`src/rtl/pipe_exmem_skid_pkg.sv`:
```
// Shared EX/MEM stage types: control bundle, default-width data bundle and
// the occupancy-derived state encoding used by the generic skid buffer.
package core_pkg;

    // Control bits carried from EX to MEM.
    typedef struct packed {
        logic RegWrite;
        logic ResultSrc;
        logic WDME;
        logic isLoad;
        logic WD3Src;
    } exmem_ctrl_t;

    // Control word of a bubble: nothing is written anywhere.
    localparam exmem_ctrl_t EXMEM_NOP_CTRL = '0;

    // Default core widths. A package typedef cannot take module parameters,
    // so the stage top re-declares this layout with its own WIDTH/RADDR_W.
    localparam int EXMEM_WIDTH   = 32;
    localparam int EXMEM_RADDR_W = 5;

    typedef struct packed {
        logic [EXMEM_WIDTH-1:0]   ALUResult;
        logic [EXMEM_WIDTH-1:0]   WriteData;
        logic [EXMEM_WIDTH-1:0]   PCPlus4;
        logic [EXMEM_RADDR_W-1:0] Rd;
        logic [EXMEM_RADDR_W-1:0] Rs2;
    } exmem_data_t;

    // State is literally {head valid, skid valid}; 2'b01 is unreachable.
    typedef enum logic [1:0] {
        SKID_EMPTY = 2'b00,
        SKID_ONE   = 2'b10,
        SKID_FULL  = 2'b11
    } skid_state_t;

endpackage

```
`src/rtl/pipe_exmem_skid_buffer.sv`:
```
// Generic 2-entry valid/ready skid buffer with synchronous flush.
// Head register drives the outputs; skid register catches the one extra
// transfer that can arrive while the consumer stalls.
module skid_buffer
    import core_pkg::*;
#(
    parameter type T       = logic,
    parameter bit  SKID_EN = 1'b1
) (
    input  logic       clk,
    input  logic       rst_n,
    input  logic       flush_i,
    input  logic       in_valid_i,
    output logic       in_ready_o,
    input  T           in_data_i,
    output logic       out_valid_o,
    input  logic       out_ready_i,
    output T           out_data_o,
    output logic [1:0] occupancy_o
);

    skid_state_t state_q, state_d;
    T            head_q, head_d;
    T            skid_q, skid_d;
    logic        acc, pop;

    // With the skid enabled, in_ready comes straight from a flop, so a MEM
    // stall never reaches EX combinationally; without it, pass-through ready.
    assign in_ready_o  = SKID_EN ? ~state_q[0] : (~state_q[1] | out_ready_i);
    assign out_valid_o = state_q[1];
    assign out_data_o  = head_q;
    assign occupancy_o = {1'b0, state_q[1]} + {1'b0, state_q[0]};

    assign acc = in_valid_i & in_ready_o;
    assign pop = state_q[1] & out_ready_i;

    // State and data registers; reset empties both entries and zeroes data.
    always_ff @(posedge clk or negedge rst_n) begin
        if (!rst_n) begin
            state_q <= SKID_EMPTY;
            head_q  <= '0;
            skid_q  <= '0;
        end else begin
            state_q <= state_d;
            head_q  <= head_d;
            skid_q  <= skid_d;
        end
    end

    // Next-state: flush wins over everything, otherwise strict FIFO moves.
    always_comb begin
        state_d = state_q;
        head_d  = head_q;
        skid_d  = skid_q;
        if (flush_i) begin
            state_d = SKID_EMPTY;
        end else begin
            case (state_q)
                SKID_EMPTY: begin
                    if (acc) begin
                        head_d  = in_data_i;
                        state_d = SKID_ONE;
                    end
                end
                SKID_ONE: begin
                    if (acc && pop) begin
                        head_d = in_data_i;
                    end else if (acc) begin
                        // Only reachable with the skid enabled: without it,
                        // in_ready equals pop while the head is occupied.
                        skid_d  = in_data_i;
                        state_d = SKID_FULL;
                    end else if (pop) begin
                        state_d = SKID_EMPTY;
                    end
                end
                SKID_FULL: begin
                    if (pop) begin
                        head_d  = skid_q;
                        state_d = SKID_ONE;
                    end
                end
                default: state_d = SKID_EMPTY;
            endcase
        end
    end

endmodule

```
`src/rtl/pipe_exmem_skid.sv`:
```
// EX-to-MEM pipeline stage: packs EX fields into one entry, buffers it in a
// skid buffer, and forces bubbles to a no-write control word on the way out.
module pipe_exmem_skid
    import core_pkg::*;
#(
    parameter int WIDTH   = 32,
    parameter int RADDR_W = 5,
    parameter bit SKID_EN = 1'b1
) (
    input  logic               clk,
    input  logic               rst_n,
    input  logic               flush,
    input  logic               in_valid,
    output logic               in_ready,
    input  logic [WIDTH-1:0]   ALUResultE,
    input  logic [WIDTH-1:0]   WriteDataE,
    input  logic [WIDTH-1:0]   PCPlus4E,
    input  logic [RADDR_W-1:0] RdE,
    input  logic [RADDR_W-1:0] Rs2E,
    input  logic               RegWriteE,
    input  logic               ResultSrcE,
    input  logic               WDMEE,
    input  logic               isLoadE,
    input  logic               WD3SrcE,
    output logic               out_valid,
    input  logic               out_ready,
    output logic [WIDTH-1:0]   ALUResultM,
    output logic [WIDTH-1:0]   WriteDataM,
    output logic [WIDTH-1:0]   PCPlus4M,
    output logic [RADDR_W-1:0] RdM,
    output logic [RADDR_W-1:0] Rs2M,
    output logic               RegWriteM,
    output logic               ResultSrcM,
    output logic               WDMEM,
    output logic               isLoadM,
    output logic               WD3SrcM,
    output logic [1:0]         occupancy
);

    // Width-matched counterpart of core_pkg::exmem_data_t.
    typedef struct packed {
        logic [WIDTH-1:0]   ALUResult;
        logic [WIDTH-1:0]   WriteData;
        logic [WIDTH-1:0]   PCPlus4;
        logic [RADDR_W-1:0] Rd;
        logic [RADDR_W-1:0] Rs2;
    } stage_data_t;

    typedef struct packed {
        exmem_ctrl_t ctrl;
        stage_data_t data;
    } stage_entry_t;

    stage_entry_t in_entry, head_entry;
    exmem_ctrl_t  ctrl_m;

    assign in_entry.ctrl = '{RegWrite: RegWriteE, ResultSrc: ResultSrcE,
                             WDME: WDMEE, isLoad: isLoadE, WD3Src: WD3SrcE};
    assign in_entry.data = '{ALUResult: ALUResultE, WriteData: WriteDataE,
                             PCPlus4: PCPlus4E, Rd: RdE, Rs2: Rs2E};

    skid_buffer #(
        .T       (stage_entry_t),
        .SKID_EN (SKID_EN)
    ) u_skid (
        .clk         (clk),
        .rst_n       (rst_n),
        .flush_i     (flush),
        .in_valid_i  (in_valid),
        .in_ready_o  (in_ready),
        .in_data_i   (in_entry),
        .out_valid_o (out_valid),
        .out_ready_i (out_ready),
        .out_data_o  (head_entry),
        .occupancy_o (occupancy)
    );

    // A bubble must never write the register file or memory, and must not
    // present register addresses that forwarding logic could match.
    assign ctrl_m     = out_valid ? head_entry.ctrl : EXMEM_NOP_CTRL;
    assign RegWriteM  = ctrl_m.RegWrite;
    assign ResultSrcM = ctrl_m.ResultSrc;
    assign WDMEM      = ctrl_m.WDME;
    assign isLoadM    = ctrl_m.isLoad;
    assign WD3SrcM    = ctrl_m.WD3Src;
    assign RdM        = out_valid ? head_entry.data.Rd  : '0;
    assign Rs2M       = out_valid ? head_entry.data.Rs2 : '0;

    // Data buses hold their last value across bubbles.
    assign ALUResultM = head_entry.data.ALUResult;
    assign WriteDataM = head_entry.data.WriteData;
    assign PCPlus4M   = head_entry.data.PCPlus4;

endmodule
```
`config.mk`:
```
export PLATFORM = sky130hd
export DESIGN_NAME = pipe_exmem_skid
export DESIGN_NICKNAME = d
export VERILOG_FILES = /design/src/rtl/pipe_exmem_skid_pkg.sv /design/src/rtl/pipe_exmem_skid_buffer.sv /design/src/rtl/pipe_exmem_skid.sv
export SDC_FILE = /design/constraint.sdc
export NUM_CORES = 1
export LEC_CHECK = 0
export ABC_AREA = 1
export CAP_MARGIN = 0
export CORE_MARGIN = 2
export CORE_UTILIZATION = 53
export CTS_BUF_LIST = sky130_fd_sc_hd__clkbuf_4 sky130_fd_sc_hd__clkbuf_8
export DETAILED_ROUTE_END_ITERATION = 8
export PLACE_DENSITY = 0.79
export REMOVE_ABC_BUFFERS = 1
export SLEW_MARGIN = 30
export SYNTH_ARGS = -nofsm -noshare
export SYNTH_HDL_FRONTEND = slang
export SYNTH_SLANG_ARGS = --single-unit
```
`constraint.sdc`:
```
create_clock -name clk -period 3.6 [get_ports clk]
set_clock_uncertainty 0.1 [all_clocks]
set_input_delay 0.54 -clock clk [delete_from_list [all_inputs] [get_ports clk]]
set_output_delay 0.54 -clock clk [all_outputs]
set_load 0.005 [all_outputs]
```
==> impl_results.html <==
<table>
<tr><th>Metric</th><th>Value</th></tr>
<tr><th colspan="2">Logic synthesis</th></tr>
<tr><td>Synth area leader</td><td>sky130_fd_sc_hd__dfrtp_1</td></tr>
<tr><td>Adder and majority gate portion of the synthesized area</td><td>0.4609%</td></tr>
<tr><td>Seq cells post-synth</td><td>224</td></tr>
<tr><td>Number of standard cells after synthesis</td><td>1363</td></tr>
<tr><td>Largest cells by area after synthesis</td><td>sky130_fd_sc_hd__dfrtp_1 (52%), sky130_fd_sc_hd__nand2_1 (12%), sky130_fd_sc_hd__buf_4 (7.7%), sky130_fd_sc_hd__nand3_1 (5.3%), sky130_fd_sc_hd__a21oi_1 (5.2%)</td></tr>
<tr><td>Simple-gate share of the synthesized area</td><td>22.14%</td></tr>
<tr><td>Xor-xnor portion of the synthesized cell area</td><td>0%</td></tr>
<tr><td>Area share of the largest cell type after synthesis</td><td>51.62%</td></tr>
<tr><td>Compound-gate portion of the synthesized area</td><td>10.45%</td></tr>
<tr><td>Share of the yosys chip area belonging to registers</td><td>51.62%</td></tr>
<tr><td>Count of different cell masters after synthesis</td><td>19</td></tr>
<tr><td>Multiplexer fraction of the synthesized cell area</td><td>0%</td></tr>
<tr><td>Number of warning messages in the yosys log</td><td>0</td></tr>
<tr><td>Main combinational cell family by area after synthesis</td><td>simple AND/OR/NAND/NOR gates</td></tr>
<tr><td>Cell area after synthesis</td><td>10860 um2</td></tr>
<tr><td>Average size of a mapped cell</td><td>about 8 um2</td></tr>
<tr><th colspan="2">Global routing</th></tr>
<tr><td>Number of antenna violations at the first check in global routing</td><td>0</td></tr>
<tr><td>Pin count of the biggest net entering global routing</td><td>130</td></tr>
<tr><td>Wire length of the first global-routing pass</td><td>42260 um</td></tr>
<tr><td>Gr ovfl total</td><td>0</td></tr>
<tr><td>Global router's overall resource usage</td><td>23.78%</td></tr>
<tr><td>Via count of the first global-routing pass</td><td>8471</td></tr>
<tr><th colspan="2">Setup path</th></tr>
<tr><td>Cell at the slowest stage of the critical path</td><td>sky130_fd_sc_hd__dfrtp_1</td></tr>
<tr><td>Required time at the worst-slack endpoint</td><td>2.96 ns</td></tr>
<tr><td>Critical path, cell by cell</td><td>inv_1 &gt; ha_1 &gt; clkdlybuf4s50_1</td></tr>
<tr><td>Maximum single-stage delay on the critical path</td><td>between 0.6 and 0.7 ns</td></tr>
<tr><td>Launch point of the worst reg-to-reg path</td><td>u_skid.state_q[1]$_DFFE_PN0P_</td></tr>
<tr><td>R2r worst-path depth</td><td>8</td></tr>
<tr><td>Highest net fanout along the worst path</td><td>9</td></tr>
<tr><td>Capturing element type of the critical path</td><td>output port</td></tr>
<tr><td>Crit path DAT</td><td>between 2 and 2.5 ns</td></tr>
<tr><td>Critical path type</td><td>reg2out</td></tr>
<tr><td>Worst Setup Start Kind</td><td>register</td></tr>
<tr><td>Worst setup slack for register-to-register paths</td><td>1.02 ns</td></tr>
<tr><td>Endpoint of the lowest-slack register-to-register path</td><td>u_skid.out_data_o[3]$_DFFE_PN0P_</td></tr>
<tr><th colspan="2">Drt</th></tr>
<tr><td>Count of antenna-violating nets left after detailed routing</td><td>0</td></tr>
<tr><td>Total vias in the final route</td><td>roughly 9000</td></tr>
<tr><td>Detailed-routing iteration count for the pre-antenna-repair pass</td><td>6</td></tr>
<tr><td>Post-detailed-route DRC marker count</td><td>0</td></tr>
<tr><td>Via density per instance</td><td>roughly 5.1</td></tr>
<tr><td>Average wire per standard cell</td><td>14.52 um</td></tr>
<tr><td>DRC marker count from the first detailed-route iteration</td><td>between 500 and 600</td></tr>
<tr><td>Routed Wire Length</td><td>about 26000 um</td></tr>
<tr><th colspan="2">Outcome</th></tr>
<tr><td>Result of the run</td><td>finished clean</td></tr>
<tr><th colspan="2">CTS</th></tr>
<tr><td>CTS root buf</td><td>sky130_fd_sc_hd__clkbuf_8</td></tr>
<tr><td>Post-CTS setup buffer count</td><td>0</td></tr>
<tr><td>Total number of H-tree levels</td><td>2</td></tr>
<tr><td>Maximum number of buffers from clock root to sink</td><td>3</td></tr>
<tr><td>CTS buffer count</td><td>38</td></tr>
<tr><td>TritonCTS sink count</td><td>224</td></tr>
<tr><td>Clock Latency Late Sink</td><td>approximately 0.51 ns</td></tr>
<tr><td>TritonCTS clock tree</td><td>yes</td></tr>
<tr><td>Clock transition at the register clock pins on the worst setup and hold paths after CTS</td><td>0.06 ns</td></tr>
<tr><th colspan="2">Placed design</th></tr>
<tr><td>Instance area at placement</td><td>~13000 um2</td></tr>
<tr><td>RD Place Congestion</td><td>0.7909</td></tr>
<tr><td>Number of port buffers</td><td>230</td></tr>
<tr><td>Detailed placement HPWL</td><td>15610 um</td></tr>
<tr><td>Number of cells after detailed placement</td><td>1695</td></tr>
<tr><th colspan="2">Floorplanning</th></tr>
<tr><td>Number of placement rows</td><td>52</td></tr>
<tr><td>Area of the placeable core</td><td>20170 um2</td></tr>
<tr><td>Height of the chip</td><td>147.1 um</td></tr>
<tr><td>Effective utilization at floorplan</td><td>53.83%</td></tr>
<tr><td>Die footprint</td><td>21650 um2</td></tr>
<tr><td>I/O pin count</td><td>about 230</td></tr>
<tr><td>Die width</td><td>roughly 150 um</td></tr>
<tr><th colspan="2">Cells and area</th></tr>
<tr><td>Antenna Diode Count</td><td>0</td></tr>
<tr><td>Footprint of the multi-input gates</td><td>between 3000 and 4000 um2</td></tr>
<tr><td>Number of nets in the finished design</td><td>1586</td></tr>
<tr><td>FF/Latch Area</td><td>5605 um2</td></tr>
<tr><td>Area grow syn2layout</td><td>23.37%</td></tr>
<tr><td>Share of cells above drive strength 1</td><td>6.028%</td></tr>
<tr><td>FILL cells</td><td>roughly 1700</td></tr>
<tr><td>Final core occ</td><td>66.41%</td></tr>
<tr><td>Final std cell area, no fill</td><td>13400 um2</td></tr>
<tr><td>Number of standard cells in the layout, taps in and fillers out</td><td>1763</td></tr>
<tr><th colspan="2">Timing</th></tr>
<tr><td>RSZ-0062 raised after global routing</td><td>no</td></tr>
<tr><td>Max Transition Viols Final</td><td>0</td></tr>
<tr><td>Final critical path time including I/O delays and setup</td><td>2.779 ns</td></tr>
<tr><td>Achievable clock frequency</td><td>359.8 MHz</td></tr>
<tr><td>Normalized max-slew margin</td><td>39.41%</td></tr>
<tr><td>Least-Margin Pin Slew</td><td>0.9088 ns</td></tr>
<tr><td>Number of hold violations in the final report</td><td>0</td></tr>
<tr><td>Ratio of final minimum period to clock period</td><td>77.20%</td></tr>
<tr><td>Setup violators final</td><td>0</td></tr>
<tr><th colspan="2">Worst hold path</th></tr>
<tr><td>Hold Path Class</td><td>reg2reg</td></tr>
<tr><td>Hold worst-path end</td><td>u_skid.out_data_o[84]$_DFFE_PN0P_</td></tr>
<tr><td>Cell count of the worst hold path</td><td>2</td></tr>
<tr><td>Beginning of the worst hold path</td><td>u_skid.out_data_o[84]$_DFFE_PN0P_</td></tr>
<tr><th colspan="2">Job</th></tr>
<tr><td>Number of maximum-capacitance constraint violations</td><td>0</td></tr>
<tr><th colspan="2">Pwr</th></tr>
<tr><td>VDD IR-drop max</td><td>401.6 uV</td></tr>
<tr><td>Total power density per cell area</td><td>792.6 nW/um2</td></tr>
<tr><td>Leak</td><td>about 6.6 nW</td></tr>
</table>
## timing repair
action,CTS,global route
endpoints found under the hold margin,6,0
resized for setup,0,0
hold buffers,1,0
## worst max-delay path: cells and delay by family, from the launching register on
family	cells	cell delay (ns)
buffers and inverters	2	0.65
flip-flops	1	0.61
adder cells (fa/ha/maj)	1	0.36
## layout by cell type (no fill, tap or decap)
cell                              synthesis  routed
sky130_fd_sc_hd__nand2_1                360     359
sky130_fd_sc_hd__clkdlybuf4s50_1          0     229
sky130_fd_sc_hd__dfrtp_1                224     224
sky130_fd_sc_hd__inv_1                  131     131
sky130_fd_sc_hd__nor2_1                 115     115
sky130_fd_sc_hd__nand3_1                115     115
sky130_fd_sc_hd__a21oi_1                112     112
sky130_fd_sc_hd__o21ai_0                 90      90
sky130_fd_sc_hd__clkbuf_8                 0      48
sky130_fd_sc_hd__o21ai_1                 23      23
sky130_fd_sc_hd__clkbuf_4                 0      16
sky130_fd_sc_hd__buf_12                   0       9
sky130_fd_sc_hd__buf_4                  111       6
sky130_fd_sc_hd__ha_1                     4       3
sky130_fd_sc_hd__nand2_4                  1       2
sky130_fd_sc_hd__clkinv_2                 0       2
sky130_fd_sc_hd__or2_1                    1       1
sky130_fd_sc_hd__nor2_4                   1       1
sky130_fd_sc_hd__o21ai_4                  0       1
sky130_fd_sc_hd__inv_2                    1       1
sky130_fd_sc_hd__nor3_4                   1       1
sky130_fd_sc_hd__ha_4                     0       1
sky130_fd_sc_hd__clkinvlp_4               0       1
sky130_fd_sc_hd__dlygate4sd3_1            0       1
sky130_fd_sc_hd__buf_8                    0       1
## synthesized netlist by cell type, drive strengths merged
master,n
buf,158
or2,1
ha,4
o21ai,114
dfrtp,224
nand2,361
nor2,116
a21oi,112
clkbuf,25
nand3,115
nor3,1
inv,132
## final cells by class
class	instances	share of cell area, %
flip-flops and latches	224	41.85
multi-input cells	824	26.99
repair buffers	246	18.98
clock buffers	64	5.829
inverters	132	3.699
well taps	270	2.522
clock inverters	3	0.1308
## power by group
part / internal (W) / total, W / switching [W]
clock: 0.00136 / 0.00236 / 0.000997
sequential: 0.00374 / 0.00432 / 0.000579
combinational: 0.00186 / 0.00394 / 0.00207
## how the worst max path moves through the flow
stage | cells past startpoint | start | slack [ns] | endpoint
2_1_floorplan | 7 | u_skid.state_q[1]$_DFFE_PN0P_ | -3.78 | u_skid.out_data_o[0]$_DFFE_PN0P_
3_3_place_gp | 7 | in_valid | 0.91 | u_skid.skid_q[67]$_DFFE_PN0P_
3_5_place_dp | 7 | in_valid | 0.88 | u_skid.skid_q[58]$_DFFE_PN0P_
4_1_cts | 3 | u_skid.state_q[1]$_DFFE_PN0P_ | 0.81 | occupancy[0]
5_1_grt | 3 | u_skid.state_q[1]$_DFFE_PN0P_ | 0.71 | occupancy[0]
6_report | 3 | u_skid.state_q[1]$_DFFE_PN0P_ | 0.82 | occupancy[0]
## registers in the layout (all words and copies together), names as in the netlist
register           flops
u_skid.state_q         2
u_skid.out_data_o    111
u_skid.skid_q        111
## cell families (layout without fill, tap and decap cells)
| family | Yosys count | in the layout |
|---|---|---|
| AOI/OAI and AO/OA | 226 | 226 |
| buffers and inverters | 315 | 445 |
| DFF | 224 | 224 |
| adders and majority gates | 4 | 4 |
| and+or+nand+nor | 594 | 594 |
## routing by layer
metal	up-vias	track usage [%]	wire, um
met5	-	0	0
met4	0	6.923	446
met3	39	5.186	2125
met2	360	37.17	11840
met1	4250	33.71	11190
li1	4382	-	-
## stage by stage
step / TNS, ns / hold slack (ns) / power (W) / worst slack, ns
floorplan: -570.58 / 0.1444 / 0.006187 / -3.777
global placement: 0 / 0.3532 / 0.008140 / 0.9076
detailed placement: 0 / 0.3580 / 0.008284 / 0.8847
CTS: 0 / 0.3732 / 0.01071 / 0.8102
global route: 0 / 0.3805 / 0.01141 / 0.7140
finish: 0 / 0.3717 / 0.01062 / 0.8210
(Power assumes the default switching activity.)
